## src/rtl/pipe_ctrl.sv

```systemverilog
// Central pipeline control: priority resolution of freeze / redirect / flush bubbles / hazard stall,
// stall watchdog, and optional performance counters built only when PIPE_PERF_CNT_EN is defined.
module pipe_ctrl #(
   parameter int FLUSH_CYCLES = 2,
   parameter int WDOG_LIMIT   = 255,
   parameter int CNT_W        = 32
) (
   input  logic             clk,
   input  logic             rst,
   input  logic             hz_stall_req,
   input  logic             ex_jump_req,
   input  logic [31:0]      ex_jump_addr,
   input  logic             mem_busy,
   output logic             hold_pc,
   output logic             hold_if_id,
   output logic             hold_id_ex,
   output logic             hold_ex_mem,
   output logic             flush_if_id,
   output logic             flush_id_ex,
   output logic             jump_o,
   output logic [31:0]      jump_addr_o,
   output logic             wdog_err,
   output logic [CNT_W-1:0] perf_stall_cnt,
   output logic [CNT_W-1:0] perf_flush_cnt,
   output logic [CNT_W-1:0] perf_freeze_cnt
);

   typedef enum logic [1:0] {
      RUN    = 2'd0,
      FLUSH  = 2'd1,
      FREEZE = 2'd2
   } state_t;

   localparam logic [2:0]  FLUSH_INIT = 3'(FLUSH_CYCLES - 1);
   localparam logic [15:0] WDOG_MAX   = 16'(WDOG_LIMIT);

   state_t      state_r;
   logic [2:0]  flush_left_r;
   logic [15:0] wdog_cnt_r;
   logic        wdog_err_r;
   logic        freeze_s;
   logic        redirect_s;
   logic        bubble_s;
   logic        any_hold_s;

   // Priority decode of the current cycle into stage controls
   always_comb begin
      hold_pc     = 1'b0;
      hold_if_id  = 1'b0;
      hold_id_ex  = 1'b0;
      hold_ex_mem = 1'b0;
      flush_if_id = 1'b0;
      flush_id_ex = 1'b0;
      jump_o      = 1'b0;
      freeze_s    = 1'b0;
      redirect_s  = 1'b0;
      bubble_s    = 1'b0;
      if (!rst) begin
         freeze_s = 1'b0;
      end else if (mem_busy) begin
         // EX is frozen, so a pending jump is simply re-presented after the freeze
         hold_pc     = 1'b1;
         hold_if_id  = 1'b1;
         hold_id_ex  = 1'b1;
         hold_ex_mem = 1'b1;
         freeze_s    = 1'b1;
      end else if (ex_jump_req) begin
         jump_o      = 1'b1;
         flush_if_id = 1'b1;
         flush_id_ex = 1'b1;
         redirect_s  = 1'b1;
      end else if ((state_r != RUN) && (flush_left_r != 3'd0)) begin
         flush_if_id = 1'b1;
         bubble_s    = 1'b1;
      end else if (hz_stall_req) begin
         hold_pc     = 1'b1;
         hold_if_id  = 1'b1;
         flush_id_ex = 1'b1;
      end else begin
         bubble_s = 1'b0;
      end
   end

   assign jump_addr_o = jump_o ? ex_jump_addr : 32'h0000_0000;
   assign any_hold_s  = hold_pc | hold_if_id | hold_id_ex | hold_ex_mem;
   assign wdog_err    = rst & wdog_err_r;

   // State, remaining bubbles and stall watchdog
   always_ff @(posedge clk) begin
      if (!rst) begin
         state_r      <= RUN;
         flush_left_r <= 3'd0;
         wdog_cnt_r   <= 16'd0;
         wdog_err_r   <= 1'b0;
      end else begin
         if (freeze_s) begin
            state_r <= FREEZE;
         end else if (redirect_s) begin
            flush_left_r <= FLUSH_INIT;
            state_r      <= (FLUSH_CYCLES > 1) ? FLUSH : RUN;
         end else if (bubble_s) begin
            flush_left_r <= flush_left_r - 3'd1;
            state_r      <= (flush_left_r == 3'd1) ? RUN : FLUSH;
         end else begin
            state_r <= RUN;
         end

         if (any_hold_s) begin
            if (wdog_cnt_r < WDOG_MAX) begin
               wdog_cnt_r <= wdog_cnt_r + 16'd1;
            end
            if (wdog_cnt_r >= (WDOG_MAX - 16'd1)) begin
               wdog_err_r <= 1'b1;
            end
         end else begin
            wdog_cnt_r <= 16'd0;
         end
      end
   end

`ifdef PIPE_PERF_CNT_EN
   logic [CNT_W-1:0] stall_cnt_r;
   logic [CNT_W-1:0] flush_cnt_r;
   logic [CNT_W-1:0] freeze_cnt_r;

   function automatic logic [CNT_W-1:0] sat_inc(input logic [CNT_W-1:0] v);
      if (&v) begin
         return v;
      end else begin
         return v + {{(CNT_W-1){1'b0}}, 1'b1};
      end
   endfunction

   // Saturating event counters; a hazard stall is a hold that is not a freeze
   always_ff @(posedge clk) begin
      if (!rst) begin
         stall_cnt_r  <= {CNT_W{1'b0}};
         flush_cnt_r  <= {CNT_W{1'b0}};
         freeze_cnt_r <= {CNT_W{1'b0}};
      end else begin
         if (hold_pc && !freeze_s) begin
            stall_cnt_r <= sat_inc(stall_cnt_r);
         end
         if (redirect_s) begin
            flush_cnt_r <= sat_inc(flush_cnt_r);
         end
         if (freeze_s) begin
            freeze_cnt_r <= sat_inc(freeze_cnt_r);
         end
      end
   end

   assign perf_stall_cnt  = rst ? stall_cnt_r  : {CNT_W{1'b0}};
   assign perf_flush_cnt  = rst ? flush_cnt_r  : {CNT_W{1'b0}};
   assign perf_freeze_cnt = rst ? freeze_cnt_r : {CNT_W{1'b0}};
`else
   assign perf_stall_cnt  = {CNT_W{1'b0}};
   assign perf_flush_cnt  = {CNT_W{1'b0}};
   assign perf_freeze_cnt = {CNT_W{1'b0}};
`endif

endmodule

```

## config.mk

```make
export PLATFORM = sky130hd
export DESIGN_NAME = pipe_ctrl
export DESIGN_NICKNAME = d
export VERILOG_FILES = /design/src/rtl/pipe_ctrl.sv
export SDC_FILE = /design/constraint.sdc
export NUM_CORES = 1
export LEC_CHECK = 0
export ABC_CLOCK_PERIOD_IN_PS = 2700
export CORE_AREA = 4 4 84 86
export DETAILED_ROUTE_END_ITERATION = 8
export DIE_AREA = 0 0 88 90
export PLACE_DENSITY = 0.8
export REMOVE_ABC_BUFFERS = 1
export SYNTH_ARGS = -nofsm -noshare
export SYNTH_HDL_FRONTEND = slang
export SYNTH_SLANG_ARGS = --single-unit
```

## constraint.sdc

```tcl
create_clock -name clk -period 2.7 [get_ports clk]
set_clock_uncertainty 0.15 [all_clocks]
set_input_delay 0.405 -clock clk [delete_from_list [all_inputs] [get_ports clk]]
set_output_delay 0.405 -clock clk [all_outputs]
set_load 0.03 [all_outputs]
```

==> results by group <==
Outcome
  • Status: complete, no violations

Pwr
  • Power share of the clock group: 25.1%
  • Combinational power share: 38.9%
  • Internal: 0.0005548 W
  • Pwr dens: 381.0 nW/um^2
  • Register share of total power: 36.0%
  • P_sw: 0.0003742 W
  • Maximum vdd drop: 0.0002089 V
  • Leakage power: 1.281 nW
  • Switching Fraction: 40.28%

Synthesis
  • #FFs+latches synth: 22
  • Main combinational cell family by area after synthesis: buffers and inverters
  • Mapped Cells: 245
  • Post-synthesis mux area share: 0%
  • YS warnings: 0
  • Largest cells by area after synthesis: buf_4, dfxtp_1, and3_1
  • Cell variety after synth: 32
  • Compound-Gate Fraction of Synth Area: 7.831%
  • Post-synth top area share: 37.74%
  • Asr flop ratio synth: 0%
  • Netlist area before placement: 1949 sq um
  • Post-Synth Adder-Cell Area: 3.209%
  • Synth Area in Simple Gates: 23.11%
  • EDFF count, synth: 0
  • Largest area contributor in the netlist: buf_4
  • Post-synth top flop: dfxtp_1
  • Avg Cell Area, Syn: 7.957 sq um
  • Post-synthesis xor/xnor area fraction: 2.246%
  • Register area share after synthesis: 22.59%

Detailed routing
  • Vias/cell: 3.931
  • ANT nets after route: 0
  • Drc violations: 0
  • Detailed Routing Iterations Pass 1: 4
  • Routed wire length: 4623 microns
  • WL/cell: 11.73 microns
  • Metal2 WL: 2497 microns
  • Vias: 1549
  • Highest metal used: met4
  • DR WL met3: 319 microns
  • Metal-1 WL: 1729 microns
  • Initial DRC count: 65

CTS
  • Clock latency on the worst-skew pair: 0.26 ns
  • TritonCTS clock tree: built
  • CTS Buf Count: 3
  • Clk pin slew, worst setup/hold paths: 0.08 ns
  • Hold buffers post-CTS: 0
  • Setup Fix Bufs, Post-CTS: 0
  • CTS Root Cell: clkbuf_8
  • # clock sinks: 22
  • H-tree depth: 1
  • Clock tree buffer depth: 2

GRT
  • Largest net degree at the start of global routing: 36
  • First-pass GRT wire length: 6893 microns
  • Vias in the first global route: 1378
  • All-Layer GR Usage: 10.86%
  • Initial antenna violation count: 0
  • Total grt overflow: 0

Place
  • Port Buffers: 76
  • DPL Wire Length: 3920 microns
  • Dpl ws: 0.02637 ns
  • Placed Instance Area: 2386 sq um
  • Final GP Congestion: 0.8272

Layout
  • Post-Layout Inst Area: 2439 sq um
  • Final nets: 360
  • Ant diodes: 0
  • Commonest non-fill, non-tap cell in the layout: conb_1
  • Layout cells sized above 1: 13.88%
  • Layout area overhead: 25.10%
  • Most frequent cells in the layout: conb_1, clkdlybuf4s50_1, buf_4

Setup path
  • Slowest-stage cell, CP: clkdlybuf4s50_1
  • CP Data Arrival Time: 1.99 ns
  • CP Capture Type: output pin
  • Slowest Stage Delay on Critical Path: 0.54 ns
  • Critical Path RT: 2.14 ns
  • Crit path top cell by count: nor2b_1
  • WS Path Type: in -> out
  • Worst setup SP type: input pin
  • Worst path cell trace: clkdlybuf4s50_1 > nor2b_1 > buf_4 > nor2b_1 > buf_12
  • Maximum fanout along the worst path: 33

Floorplanning
  • Die ar.: 7920 sq um
  • Chip width: 88 microns
  • Total core area: 6277 sq um
  • Row count: 29
  • Num ports: 173
  • Starting Density: 31.05%
  • Chip height: 90 microns

STA
  • Tcrit/Tclk final: 94.18%
  • Final hold vios: 0
  • Fin worst setup slack: 0.1571 ns
  • Hold Slack: 0.3314 ns
  • Max-slew violation count: 0
  • Tmin final: 2.543 ns
  • Setup violators final: 0
  • Slew @ Worst Pin: 0.5725 ns
  • RSZ-0062 raised after global routing: no
  • FMAX: 393.2 MHz
  • Slew HR: 61.48%

Job
  • Max-cap viol count: 0

Worst hold path
  • HP Class: reg -> reg
[final cells by class]
type	count	area, sq um
Clock buffer	4	55.05
Fill cell	624	3839
Inverter	7	26.28
Multi-Input combinational cell	204	1070
Sequential cell	22	440.4
Tap cell	77	96.34
Timing Repair Buffer	80	750.7
[critical path: cells and delay by family]
family | cells | cell delay, ns
buffers and inverters | 3 | 1.02
AND/OR/NAND/NOR | 2 | 0.56
[synthesized netlist by cell type (all sizes together), types with 2 or more instances]
| master | count |
|---|---|
| o21ai | 5 |
| dfxtp | 22 |
| o2111ai | 2 |
| xor2 | 3 |
| a21boi | 2 |
| nor2b | 12 |
| a211oi | 3 |
| inv | 7 |
| a21oi | 4 |
| nor2 | 7 |
| nor4 | 3 |
| ha | 5 |
| and3 | 33 |
| xnor2 | 2 |
| or4 | 3 |
| nand3 | 2 |
| clkbuf | 9 |
| or3 | 3 |
| nand2 | 6 |
| buf | 98 |
| nand4 | 2 |
| and2 | 3 |
[cells by family (layout without fill, tap and decap cells)]
kind of cell / count (synthesis) / count (layout)
xor+xnor: 5 / 5
compound gates: 22 / 22
buf+inv: 114 / 91
simple gates: 76 / 76
flops: 22 / 22
fa+ha+maj: 5 / 5
other cells: 1 / 96
[power by group through the flow]
stage	sequential, W	combinational (W)	clock, W
final	0.000335	0.000361	0.000233
after global routing	0.000336	0.000383	0.000249
after CTS	0.000335	0.000358	0.000238
after detailed placement	0.000342	0.000359	0
after global placement	0.000342	0.000357	0
after floorplan	0.000341	0.000248	0
[stage by stage]
| stage | std cells | util (%) | TNS, ns | power [W] |
|---|---|---|---|---|
| 5_1_grt | 394 | 38.85 | 0 | 0.0009682 |
| 3_3_place_gp | 390 | 38.01 | 0 | 0.0006993 |
| 4_1_cts | 394 | 38.85 | 0 | 0.0009314 |
| 2_1_floorplan | 233 | - | -0.01699 | 0.0005895 |
| 3_5_place_dp | 390 | 38.01 | 0 | 0.0007015 |
| 6_report | 394 | 38.85 | 0 | 0.0009291 |
[layer usage]
layer	track usage, %	vias up
met5	0	-
met3	1.371	4
li1	-	769
met1	12.03	712
met4	4.604	0
met2	20.10	64
[sequential cells by signal, summed over array words and instances, names as in the netlist]
register,cells
wdog_cnt_r,16
flush_left_r,3
state_r,2
wdog_err_r,1
[what timing repair did]
item | in CTS | in global routing
hold endpoints to repair | 0 | 0
setup endpoints to repair | 2 | 0
resized for setup | 2 | 0
[path summary, 6_finish.rpt]
check | cells past startpoint | slack [ns] | start | endpoint
setup reg to reg | 4 | 0.54 | wdog_cnt_r[8] | wdog_cnt_r[7]
hold reg to reg | 1 | 0.33 | wdog_cnt_r[12] | wdog_cnt_r[12]
setup / recovery | 5 | 0.16 | rst | flush_id_ex
hold / removal | 1 | 0.33 | wdog_cnt_r[12] | wdog_cnt_r[12]
Power figures use the tool's default switching activity.
